==> config.mk <==
export PLATFORM = sky130hd
export DESIGN_NAME = prefix_adder_pipe
export DESIGN_NICKNAME = d
export VERILOG_FILES = /design/src/rtl/prefix_adder_pipe.sv
export SDC_FILE = /design/constraint.sdc
export NUM_CORES = 1
export LEC_CHECK = 0
export CAP_MARGIN = 20
export CORE_UTILIZATION = 54
export CTS_CLUSTER_SIZE = 14
export DETAILED_ROUTE_END_ITERATION = 8
export PLACE_DENSITY = 0.76
export SLEW_MARGIN = 30
export SYNTH_ARGS = -nofsm -noshare
export SYNTH_HDL_FRONTEND = slang
export SYNTH_SLANG_ARGS = --single-unit
==> constraint.sdc <==
create_clock -name clk -period 1.55 [get_ports clk]
set_input_delay 0.155 -clock clk [delete_from_list [all_inputs] [get_ports clk]]
set_output_delay 0.155 -clock clk [all_outputs]
set_load 0.05 [all_outputs]
==> src/rtl/prefix_adder_pipe.sv <==
// Pipelined Kogge-Stone add/subtract unit with valid/ready flow control.
// The sideband tag and the carry, overflow and zero flags travel with each result.
module prefix_adder_pipe #(
  parameter int unsigned WIDTH            = 32,
  parameter int unsigned LEVELS_PER_STAGE = 2,
  parameter int unsigned TAG_W            = 4
) (
  input  logic             clk,
  input  logic             rst,
  input  logic             in_valid,
  output logic             in_ready,
  input  logic [WIDTH-1:0] x,
  input  logic [WIDTH-1:0] y,
  input  logic             cin,
  input  logic             op_sub,
  input  logic [TAG_W-1:0] in_tag,
  output logic             out_valid,
  input  logic             out_ready,
  output logic [WIDTH-1:0] sum,
  output logic             cout,
  output logic             ovf,
  output logic             zero,
  output logic [TAG_W-1:0] out_tag
);

  localparam int unsigned LOG_W = $clog2(WIDTH);
  localparam int unsigned NS    = (LOG_W + LEVELS_PER_STAGE - 1) / LEVELS_PER_STAGE;

  // Apply the prefix levels lo..hi-1 to a (G,P) vector.
  function automatic logic [2*WIDTH-1:0] ks_span(input logic [WIDTH-1:0] g_in,
                                                 input logic [WIDTH-1:0] p_in,
                                                 input int unsigned lo,
                                                 input int unsigned hi);
    logic [WIDTH-1:0] g, p, gn, pn;
    g = g_in;
    p = p_in;
    for (int unsigned l = 0; l < LOG_W; l++) begin
      if (l >= lo && l < hi) begin
        gn = g;
        pn = p;
        for (int unsigned i = 0; i < WIDTH; i++) begin
          if (i >= (32'd1 << l)) begin
            gn[i] = g[i] | (p[i] & g[i - (32'd1 << l)]);
            pn[i] = p[i] & p[i - (32'd1 << l)];
          end
        end
        g = gn;
        p = pn;
      end
    end
    return {g, p};
  endfunction

  logic [NS-1:0]                  vld_q, vld_d, c0_q, c0_d;
  logic [NS-1:0][WIDTH-1:0]       g_q, g_d, p_q, p_d, ph_q, ph_d;
  logic [NS-1:0][TAG_W-1:0]       tag_q, tag_d;
  logic                           out_valid_q, out_valid_d;
  logic [WIDTH-1:0]               sum_q, sum_d;
  logic                           cout_q, cout_d, ovf_q, ovf_d, zero_q, zero_d;
  logic [TAG_W-1:0]               out_tag_q, out_tag_d;

  logic                           advance_c, c0_in_c;
  logic [WIDTH-1:0]               b_c, gi_c, pi_c, g_t, p_t, carry_c, sum_c;

  // Pipeline moves as one unit; a stalled output freezes every stage.
  always_comb begin
    vld_d       = vld_q;
    c0_d        = c0_q;
    g_d         = g_q;
    p_d         = p_q;
    ph_d        = ph_q;
    tag_d       = tag_q;
    out_valid_d = out_valid_q;
    sum_d       = sum_q;
    cout_d      = cout_q;
    ovf_d       = ovf_q;
    zero_d      = zero_q;
    out_tag_d   = out_tag_q;
    g_t         = '0;
    p_t         = '0;

    advance_c = !out_valid_q || out_ready;
    b_c       = op_sub ? ~y : y;
    c0_in_c   = op_sub | cin;
    gi_c      = x & b_c;
    pi_c      = x ^ b_c;
    // Carry-in is merged into bit 0 so the prefix yields the carry into every bit directly.
    gi_c[0]   = gi_c[0] | (pi_c[0] & c0_in_c);

    {g_t, p_t} = ks_span(g_q[NS-1], p_q[NS-1], (NS-1) * LEVELS_PER_STAGE, LOG_W);
    carry_c    = {g_t[WIDTH-2:0], c0_q[NS-1]};
    sum_c      = ph_q[NS-1] ^ carry_c;

    if (advance_c) begin
      out_valid_d = vld_q[NS-1];
      sum_d       = sum_c;
      cout_d      = g_t[WIDTH-1];
      ovf_d       = carry_c[WIDTH-1] ^ g_t[WIDTH-1];
      zero_d      = (sum_c == '0);
      out_tag_d   = tag_q[NS-1];

      for (int unsigned s = 1; s < NS; s++) begin
        {g_t, p_t} = ks_span(g_q[s-1], p_q[s-1], (s-1) * LEVELS_PER_STAGE, s * LEVELS_PER_STAGE);
        vld_d[s]   = vld_q[s-1];
        c0_d[s]    = c0_q[s-1];
        g_d[s]     = g_t;
        p_d[s]     = p_t;
        ph_d[s]    = ph_q[s-1];
        tag_d[s]   = tag_q[s-1];
      end

      vld_d[0] = in_valid;
      if (in_valid) begin
        c0_d[0]  = c0_in_c;
        g_d[0]   = gi_c;
        p_d[0]   = pi_c;
        ph_d[0]  = pi_c;
        tag_d[0] = in_tag;
      end
    end
  end

  always_ff @(posedge clk) begin
    if (rst) begin
      vld_q       <= '0;
      c0_q        <= '0;
      g_q         <= '0;
      p_q         <= '0;
      ph_q        <= '0;
      tag_q       <= '0;
      out_valid_q <= 1'b0;
      sum_q       <= '0;
      cout_q      <= 1'b0;
      ovf_q       <= 1'b0;
      zero_q      <= 1'b0;
      out_tag_q   <= '0;
    end else begin
      vld_q       <= vld_d;
      c0_q        <= c0_d;
      g_q         <= g_d;
      p_q         <= p_d;
      ph_q        <= ph_d;
      tag_q       <= tag_d;
      out_valid_q <= out_valid_d;
      sum_q       <= sum_d;
      cout_q      <= cout_d;
      ovf_q       <= ovf_d;
      zero_q      <= zero_d;
      out_tag_q   <= out_tag_d;
    end
  end

  assign in_ready  = advance_c;
  assign out_valid = out_valid_q;
  assign sum       = sum_q;
  assign cout      = cout_q;
  assign ovf       = ovf_q;
  assign zero      = zero_q;
  assign out_tag   = out_tag_q;

endmodule

==> results of run 1 <==
-- critical path, cell delays in order, from the launching register on --
cell,delay (ns)
dfxtp_4,0.34
nor2b_4,0.14
buf_4,0.16
buf_12,0.15
a211oi_1,0.55
nor3_1,0.11
-- per-stage QoR --
stage / utilization [%] / area (µm²) / hold WS [ns]
6_report: 68.8 / 15200 / 0.142
5_1_grt: 68.8 / 15200 / 0.140
3_3_place_gp: 62.4 / 13700 / 0.438
4_1_cts: 67.5 / 14900 / 0.128
2_1_floorplan: - / 12300 / 0.291
3_5_place_dp: 62.4 / 13700 / 0.444
-- logic make-up (layout without fill, tap and decap cells) --
family,Yosys count,in the layout,synth area share [%]
xor gates and xnor gates,65,65,4.64
DFF,294,294,48.0
AOI/OAI and AO/OA,380,380,18.7
and+or+nand+nor,609,609,20.5
adders and majority gates,32,32,3.26
buffers and inverters,108,245,4.96
-- worst paths after layout --
check | startpoint | cells past startpoint | to | slack (ns)
worst min register to register | sum[28]$_SDFFE_PP0N_ | 2 | sum[28]$_SDFFE_PP0N_ | 0.45
worst min-delay path | rst | 2 | sum[10]$_SDFFE_PP0N_ | 0.14
worst max-delay path | out_valid$_SDFFE_PP0N_ | 5 | g_q[88]$_SDFFE_PP0N_ | -0.06
worst max register to register | out_valid$_SDFFE_PP0N_ | 5 | g_q[88]$_SDFFE_PP0N_ | -0.06
-- flip-flops by register name, summed over array words and instances (netlist names), 3 cells and up --
register	count
g_q	80
vld_q	3
ph_q	94
tag_q	12
sum	32
out_tag	4
c0_q	3
carry_c	16
p_q	46
-- area by class of cell --
cell class | instances | area [µm²] | area share, %
clock inverter | 8 | 71.3 | 0.471
timing repair buffer | 187 | 1940 | 12.8
clock buffer | 47 | 936 | 6.18
tap | 280 | 350 | 2.31
multi-input combinational | 1086 | 5950 | 39.3
sequential | 294 | 5890 | 38.9
inverter | 3 | 18.8 | 0.124
-- report_power, final --
| part | switching (µW) | internal, µW |
|---|---|---|
| sequential | 324 | 7850 |
| combinational | 912 | 739 |
| clock | 2920 | 4290 |
| total | 4160 | 12900 |
-- per-layer routing --
layer  part of all wire, %  GRT usage [%]  vias up
li1                      -              -     5295
met1                    45           38.2     5026
met2                    45           41.4      408
met3                   8.0           4.24       40
met4                   1.8           7.26        0
met5                     0              0        -
-- layout by cell type (no fill, tap or decap), types with 19 or more instances in the layout --
master,instances
a211oi_1,38
a32oi_1,26
a21o_1,37
xor2_1,32
buf_4,85
xnor2_1,33
nand2_1,386
clkbuf_16,35
a21oi_1,213
ha_1,32
dfxtp_1,293
nor3_1,28
buf_12,19
clkdlybuf4s50_1,71
nor2_1,123
-- what timing repair did --
action	4_1_cts	5_1_grt
hold buffers	0	0
setup buffers	7	0
gates cloned	0	5
hold endpoints to repair	0	0
resized for setup	11	43
setup endpoints to repair	1	105
pin swaps	0	19
==> metrics, run 1 <==
routed vias 10800; Core ar. ~22000 µm²; Min-Delay Path Class input port to register; Pleak 0.00606 µW; register area share after synthesis 48.0%; DPL Wire Length between 20 and 25 mm; crit end category register; synth unique cells 37; Slew Limit Fails 0; vias per std cell ~5.7; post-layout min period between 1.5 and 2 ns; fin cells roughly 1900; Syn Std Cell Area 12300 µm²; most numerous cell in the Yosys netlist nand2_1; drt first-iter violations 1073; Post-DRT Antenna Nets 0; CTS root buf clkbuf_16; Max Clk Rate a little over 0.6 GHz; Worst setup SP type register; crit path kind register to register; unrepaired setup endpoints after global routing yes; worst setup margin -0.0568 ns; Antenna Cells 0; pin count of the biggest net entering global routing between 60 and 70; CP max FO 21; Gate Count Post-Synth roughly 1500; ys flop type dfxtp_1; CTS clk-pin slew, worst paths 0.06 ns; CTS max path bufs 3; Peak VDD IR between 600 and 700 µV; Worst Path Arrival about 2 ns; Final Hold Vio Count 0; outcome complete, but fails checks; detailed-route wire length 32.3 mm; Worst Tran Pin Value 0.628 ns; placer congestion estimate roughly 0.86; layout overhead on the synthesized area 23.6%; gr ovfl total 0; die area about 23000 µm²; cts bufs inserted 30; clk_lat worst skew about 0.54 ns; TNS Setup -0.145 ns; Worst slew margin between 50 and 60%; TritonCTS clock tree yes; initial antenna violation count 0; Initial Utilization 55.7%; failing checks design-rule violations, negative setup slack; global-route wire length before repair a little over 50 mm; I/O pins approximately 120; Post-synth top cells nand2_1 (387), dfxtp_1 (294), a21oi_1 (226); share of the synthesized area in the top cell type 48.0%; vias in the first global route ~10000; Syn Nets between 1500 and 2000; Pwr Density roughly 1100 nW/µm²; Max Cap Viol 0; TritonRoute pass-1 iters 9; Residual DRC 3; routed length per instance about 17 µm; Total GRT Usage roughly a quarter; Die X between 150 and 200 µm; number of core rows 54; clk_skew approximately 0.0087 ns; Die H about 150 µm; period utilization 104%; Post-Syn Area per Cell just over 8 µm²; final setup violating endpoints 5; number of synthesized flops with an enable pin 0; asr flop ratio synth 0%; Nets 1708; H-tree Lvls 1; PortBufs 114; pre-CTS setup slack -0.192 ns; Yosys reg bits slightly below 300; share of cells above drive strength 1 between 10% and 20%; Ys Warns 0; Critical Path RT slightly below 2 ns; Cells after DPL between 1500 and 2000; number of fill cells roughly 1800; Clock Sink Count just under 300; cell taking the most area after synthesis dfxtp_1; Final Power between 15000 and 20000 µW; Synth area leaders dfxtp_1 (48%), nand2_1 (12%), a21oi_1 (9.2%), nor2_1 (3.9%), ha_1 (3.3%)
(Power assumes the default switching activity.)
==> run 2: changes to the inputs <==
SKIP_LAST_GASP = 1   (was default)
==> metrics, run 2 (synthesis gave the netlist of run 1 again) <==
vias per std cell roughly 5.7; Nets approximately 1700; failing checks design-rule violations, negative setup slack; Multi-input gate area 5940 µm²; drt first-iter violations 1067; Residual DRC 3; Die X 153 µm; number of fill cells approximately 1800; final setup violating endpoints 6; routed length per instance 17.0 µm; Critical Path RT ~2.0 ns; CTS root buf clkbuf_16; Worst slew margin a little over three fifths; placer congestion estimate slightly below 0.9; crit end category register; Clock Sink Count 294; TritonRoute pass-1 iters 9; Flop pwr share a little under half; Total GRT Usage between 20% and 30%; Worst setup SP type register; worst setup margin -0.0460 ns; global-route wire length before repair a little over 50 mm; routed vias around 11000; gr ovfl total 0; clk_lat worst skew roughly 0.55 ns; Core ar. between 20000 and 25000 µm²; Largest register FFs 94; Max Clk Rate about 0.63 GHz; Final Hold Vio Count 0; Pleak 0.00606 µW; clk_skew roughly 0.0099 ns; Die H around 150 µm; vias in the first global route between 9000 and 10000; TNS Setup -0.131 ns; Top Registers ph_q: 94 flops, g_q: 80 flops, p_q: 46 flops; TritonCTS clock tree yes; clock share of power around 42%; Register Area a little under 6000 µm²; switch share 24.4%; Peak VDD IR between 600 and 700 µV; PortBufs ~110; unrepaired setup endpoints after global routing yes; period utilization 103%; detailed-route wire length between 30 and 40 mm; hold path depth 2; pin count of the biggest net entering global routing 65; pre-CTS setup slack -0.192 ns; initial antenna violation count 0; most frequent cells in the layout nand2_1 (386), dfxtp_1 (293), a21oi_1 (215); post-layout min period approximately 1.6 ns; Worst Reg-to-Reg Cells 8; CP max FO 9; final std cell area, no fill about 15000 µm²; outcome complete, but fails checks; Slew Limit Fails 0; Min-Delay Path Class input port to register; largest register by flop count ph_q; Cells after DPL 1838; crit path kind register to register; Antenna Cells 0; Initial Utilization a little under three fifths; number of core rows 54; combinational fraction of design power 9.7%; final hold slack between 0.1 and 0.15 ns; most common cell after layout, fill and taps aside nand2_1; Worst Path Arrival ~2.1 ns; die area around 23000 µm²; share of cells above drive strength 1 between 10% and 20%; CTS hold repair buffers 0; dpl cell area between 10000 and 15000 µm²; CTS max path bufs 3; cts bufs inserted 30; Worst Tran Pin Value 0.556 ns; internal cell power ~13000 µW; Pwr Density between 1000 and 1500 nW/µm²; I/O pins approximately 120; layout overhead on the synthesized area 23.5%; Sw Pwr around 4200 µW; fin cells ~1900; H-tree Lvls 1; CTS clk-pin slew, worst paths ~0.060 ns; Post-DRT Antenna Nets 0; DPL Wire Length ~22 mm; Max Cap Viol 0
## run 2: cell types whose count changed in the layout (fill, tap and decap cells not counted)
cell	delta
a21oi_1	+2
a21oi_2	-2
buf_12	+1
buf_16	-1
buf_6	+2
buf_8	-1
nor2_1	+1
nor2_2	-1
## run 2: path summary, 6_finish.rpt
check	slack (ns)	end	from
hold / removal	0.14	sum[10]$_SDFFE_PP0N_	rst
setup reg to reg	-0.05	g_q[24]$_SDFFE_PP0P_	out_valid$_SDFFE_PP0N_
setup / recovery	-0.05	g_q[24]$_SDFFE_PP0P_	out_valid$_SDFFE_PP0N_
hold reg to reg	0.45	sum[28]$_SDFFE_PP0N_	sum[28]$_SDFFE_PP0N_
## run 2: area by class of cell
type / count / share of cell area [%]
flip-flops and latches: 294 / 38.9
repair buffers: 188 / 12.8
multi-input cells: 1086 / 39.2
inverters: 3 / 0.124
clock buffers: 47 / 6.18
clock inverters: 8 / 0.471
well taps: 280 / 2.31
## run 2: per-layer routing
metal / vias up / routed length, µm / GRT usage (%)
met1: 5034 / 14600 / 38.3
met4: 0 / 603 / 7.26
met3: 44 / 2620 / 4.24
met2: 407 / 14500 / 41.3
met5: - / 0 / 0
li1: 5307 / - / -
## run 2: worst max-delay path, stage by stage (launching register included)
cell     delay, ns
dfxtp_4       0.34
nor2b_4       0.21
inv_8         0.06
buf_4         0.18
buf_4         0.17
nand2_8       0.14
buf_6         0.18
nand2_1       0.08
a21oi_1       0.17
## run 2: what timing repair did
action | CTS | global route
gates cloned | 0 | 6
pin swaps | 0 | 20
setup endpoints to repair | 1 | 111
gates resized for setup | 8 | 41
setup buffers | 7 | 0
## run 2: stage by stage
step / total power, µW / util, %
3_5_place_dp: 9880 / 62.4
5_1_grt: 17600 / 68.8
6_report: 17100 / 68.8
4_1_cts: 17000 / 67.4
2_1_floorplan: 9230 / -
3_3_place_gp: 9850 / 62.4
## run 2: power by group through the flow
stage | registers (µW) | clock network, µW | logic, µW
2_1_floorplan | 8330 | 0 | 904
3_3_place_gp | 8320 | 0 | 1530
3_5_place_dp | 8330 | 0 | 1550
4_1_cts | 8160 | 7240 | 1580
5_1_grt | 8210 | 7580 | 1820
6_report | 8180 | 7230 | 1650
==> run 3: changes to the inputs <==
CTS_CLUSTER_DIAMETER = 150   (was default)
==> metrics, run 3 (synthesis gave the netlist of run 1 again) <==
CTS hold repair buffers 0; Largest register FFs 94; failing checks design-rule violations, negative setup slack; Worst Path Arrival around 1.4 ns; crit path cell chain nor2b_4, inv_8, buf_12, buf_12; max incr delay on CP about 0.34 ns; Max Clk Rate 0.642 GHz; gr ovfl total 0; CTS clk-pin slew, worst paths around 0.060 ns; Antenna Cells 0; Die H around 150 µm; H-tree Lvls 1; detailed-route wire length ~33 mm; most frequent cells in the layout nand2_1 (387), dfxtp_1 (293), a21oi_1 (223); Critical Path RT approximately 1.4 ns; PortBufs between 100 and 150; worst setup margin -0.00795 ns; vias in the first global route 9692; unrepaired setup endpoints after global routing yes; TritonCTS clock tree yes; Pleak around 0.0059 µW; global-route wire length before repair 50.4 mm; die area approximately 23000 µm²; Worst path slowest cell dfxtp_4; clk_lat worst skew approximately 0.52 ns; routed vias about 11000; outcome complete, but fails checks; Min-Delay Path Class input port to register; cts bufs inserted 24; Final Power about 15000 µW; fin cells 1880; Final Hold Vio Count 0; Worst slew margin a little under two thirds; TritonRoute pass-1 iters 9; most common cell after layout, fill and taps aside nand2_1; Worst Tran Pin Value 0.546 ns; Most common cell on crit path buf_12; Initial Utilization between 50 and 60%; crit path kind register to output port; routed length per instance between 15 and 20 µm; pin count of the biggest net entering global routing between 60 and 70; Top Registers ph_q: 94 flops, g_q: 80 flops, p_q: 46 flops; number of core rows 54; post-layout min period between 1.5 and 2 ns; clk_skew approximately 0.0072 ns; Worst Reg-to-Reg Cells 5; TNS Setup -0.00795 ns; Slew Limit Fails 0; cell family with most CP delay flip-flops; drt first-iter violations ~1000; vias per std cell around 5.7; share of cells above drive strength 1 between 10% and 20%; initial antenna violation count 0; Cells after DPL about 1800; DPL Wire Length ~22 mm; placer congestion estimate 0.864; final setup violating endpoints 1; period utilization 101%; CTS root buf clkbuf_16; Core ar. 22000 µm²; Worst setup SP type register; I/O pins about 120; CP max FO 3; Peak VDD IR 801 µV; Residual DRC 1; Worst path depth 4; hold path depth 2; CTS max path bufs 3; worst path buffer plus inverter count 3; slack of the worst reg-to-reg path 0.03 ns; crit end category output port; Pwr Density slightly above 1000 nW/µm²; largest register by flop count ph_q; layout overhead on the synthesized area 20.1%; Max Cap Viol 0; Post-DRT Antenna Nets 0; Clock Sink Count just under 300; Total GRT Usage 26.5%; Nets around 1700; Die X 153 µm
run 3: cell types whose count changed in the layout (fill, tap and decap cells not counted), sizes merged:
cell	before	now
buf	112	113
bufinv	1	0
clkbuf	52	32
clkinv	6	0
inv	4	3
nand2	388	389
run 3: path summary, 6_finish.rpt:
kind,start,end
setup / recovery,out_valid$_SDFFE_PP0N_,in_ready
hold / removal,rst,sum[10]$_SDFFE_PP0N_
setup reg to reg,out_valid$_SDFFE_PP0N_,g_q[88]$_SDFFE_PP0N_
hold reg to reg,sum[28]$_SDFFE_PP0N_,sum[28]$_SDFFE_PP0N_
run 3: what timing repair did:
action / CTS / global route
pin swaps: 0 / 18
gates cloned: 0 / 10
endpoints found under the setup margin: 1 / 78
hold endpoints to repair: 0 / 0
buffers inserted: 6 / 0
resized for setup: 8 / 18
run 3: through the flow:
stage / setup WS, ns / area (µm²) / hold slack [ns] / util, %
after floorplan: 0.0642 / 12300 / 0.291 / -
after global placement: -0.185 / 13700 / 0.438 / 62.4
after detailed placement: -0.192 / 13700 / 0.444 / 62.4
after CTS: -0.0240 / 14500 / 0.140 / 65.7
after global routing: -0.0407 / 14700 / 0.180 / 66.9
final: -0.00795 / 14700 / 0.143 / 66.9
run 3: per-layer routing:
metal  part of all wire [%]  routed length (µm)  vias up  track usage (%)
li1                       -                   -     5276                -
met1                     46               14900     4987             38.4
met2                     45               14500      385             41.1
met3                    7.2                2350       49             4.07
met4                    2.4                 776        0             6.78
met5                      0                   0        -                0
run 3: report_power, final:
part           switching (µW)  internal (µW)
clock                    2570           2840
combinational             905            743
sequential                325           7850
run 3: final cells by class:
| class | count | area, µm² |
|---|---|---|
| fillers | 1893 | 7290 |
| flip-flops and latches | 294 | 5890 |
| multi-input cells | 1087 | 5870 |
| repair buffers | 190 | 1980 |
| clock buffers | 26 | 629 |
| well taps | 280 | 350 |
| inverters | 3 | 18.8 |
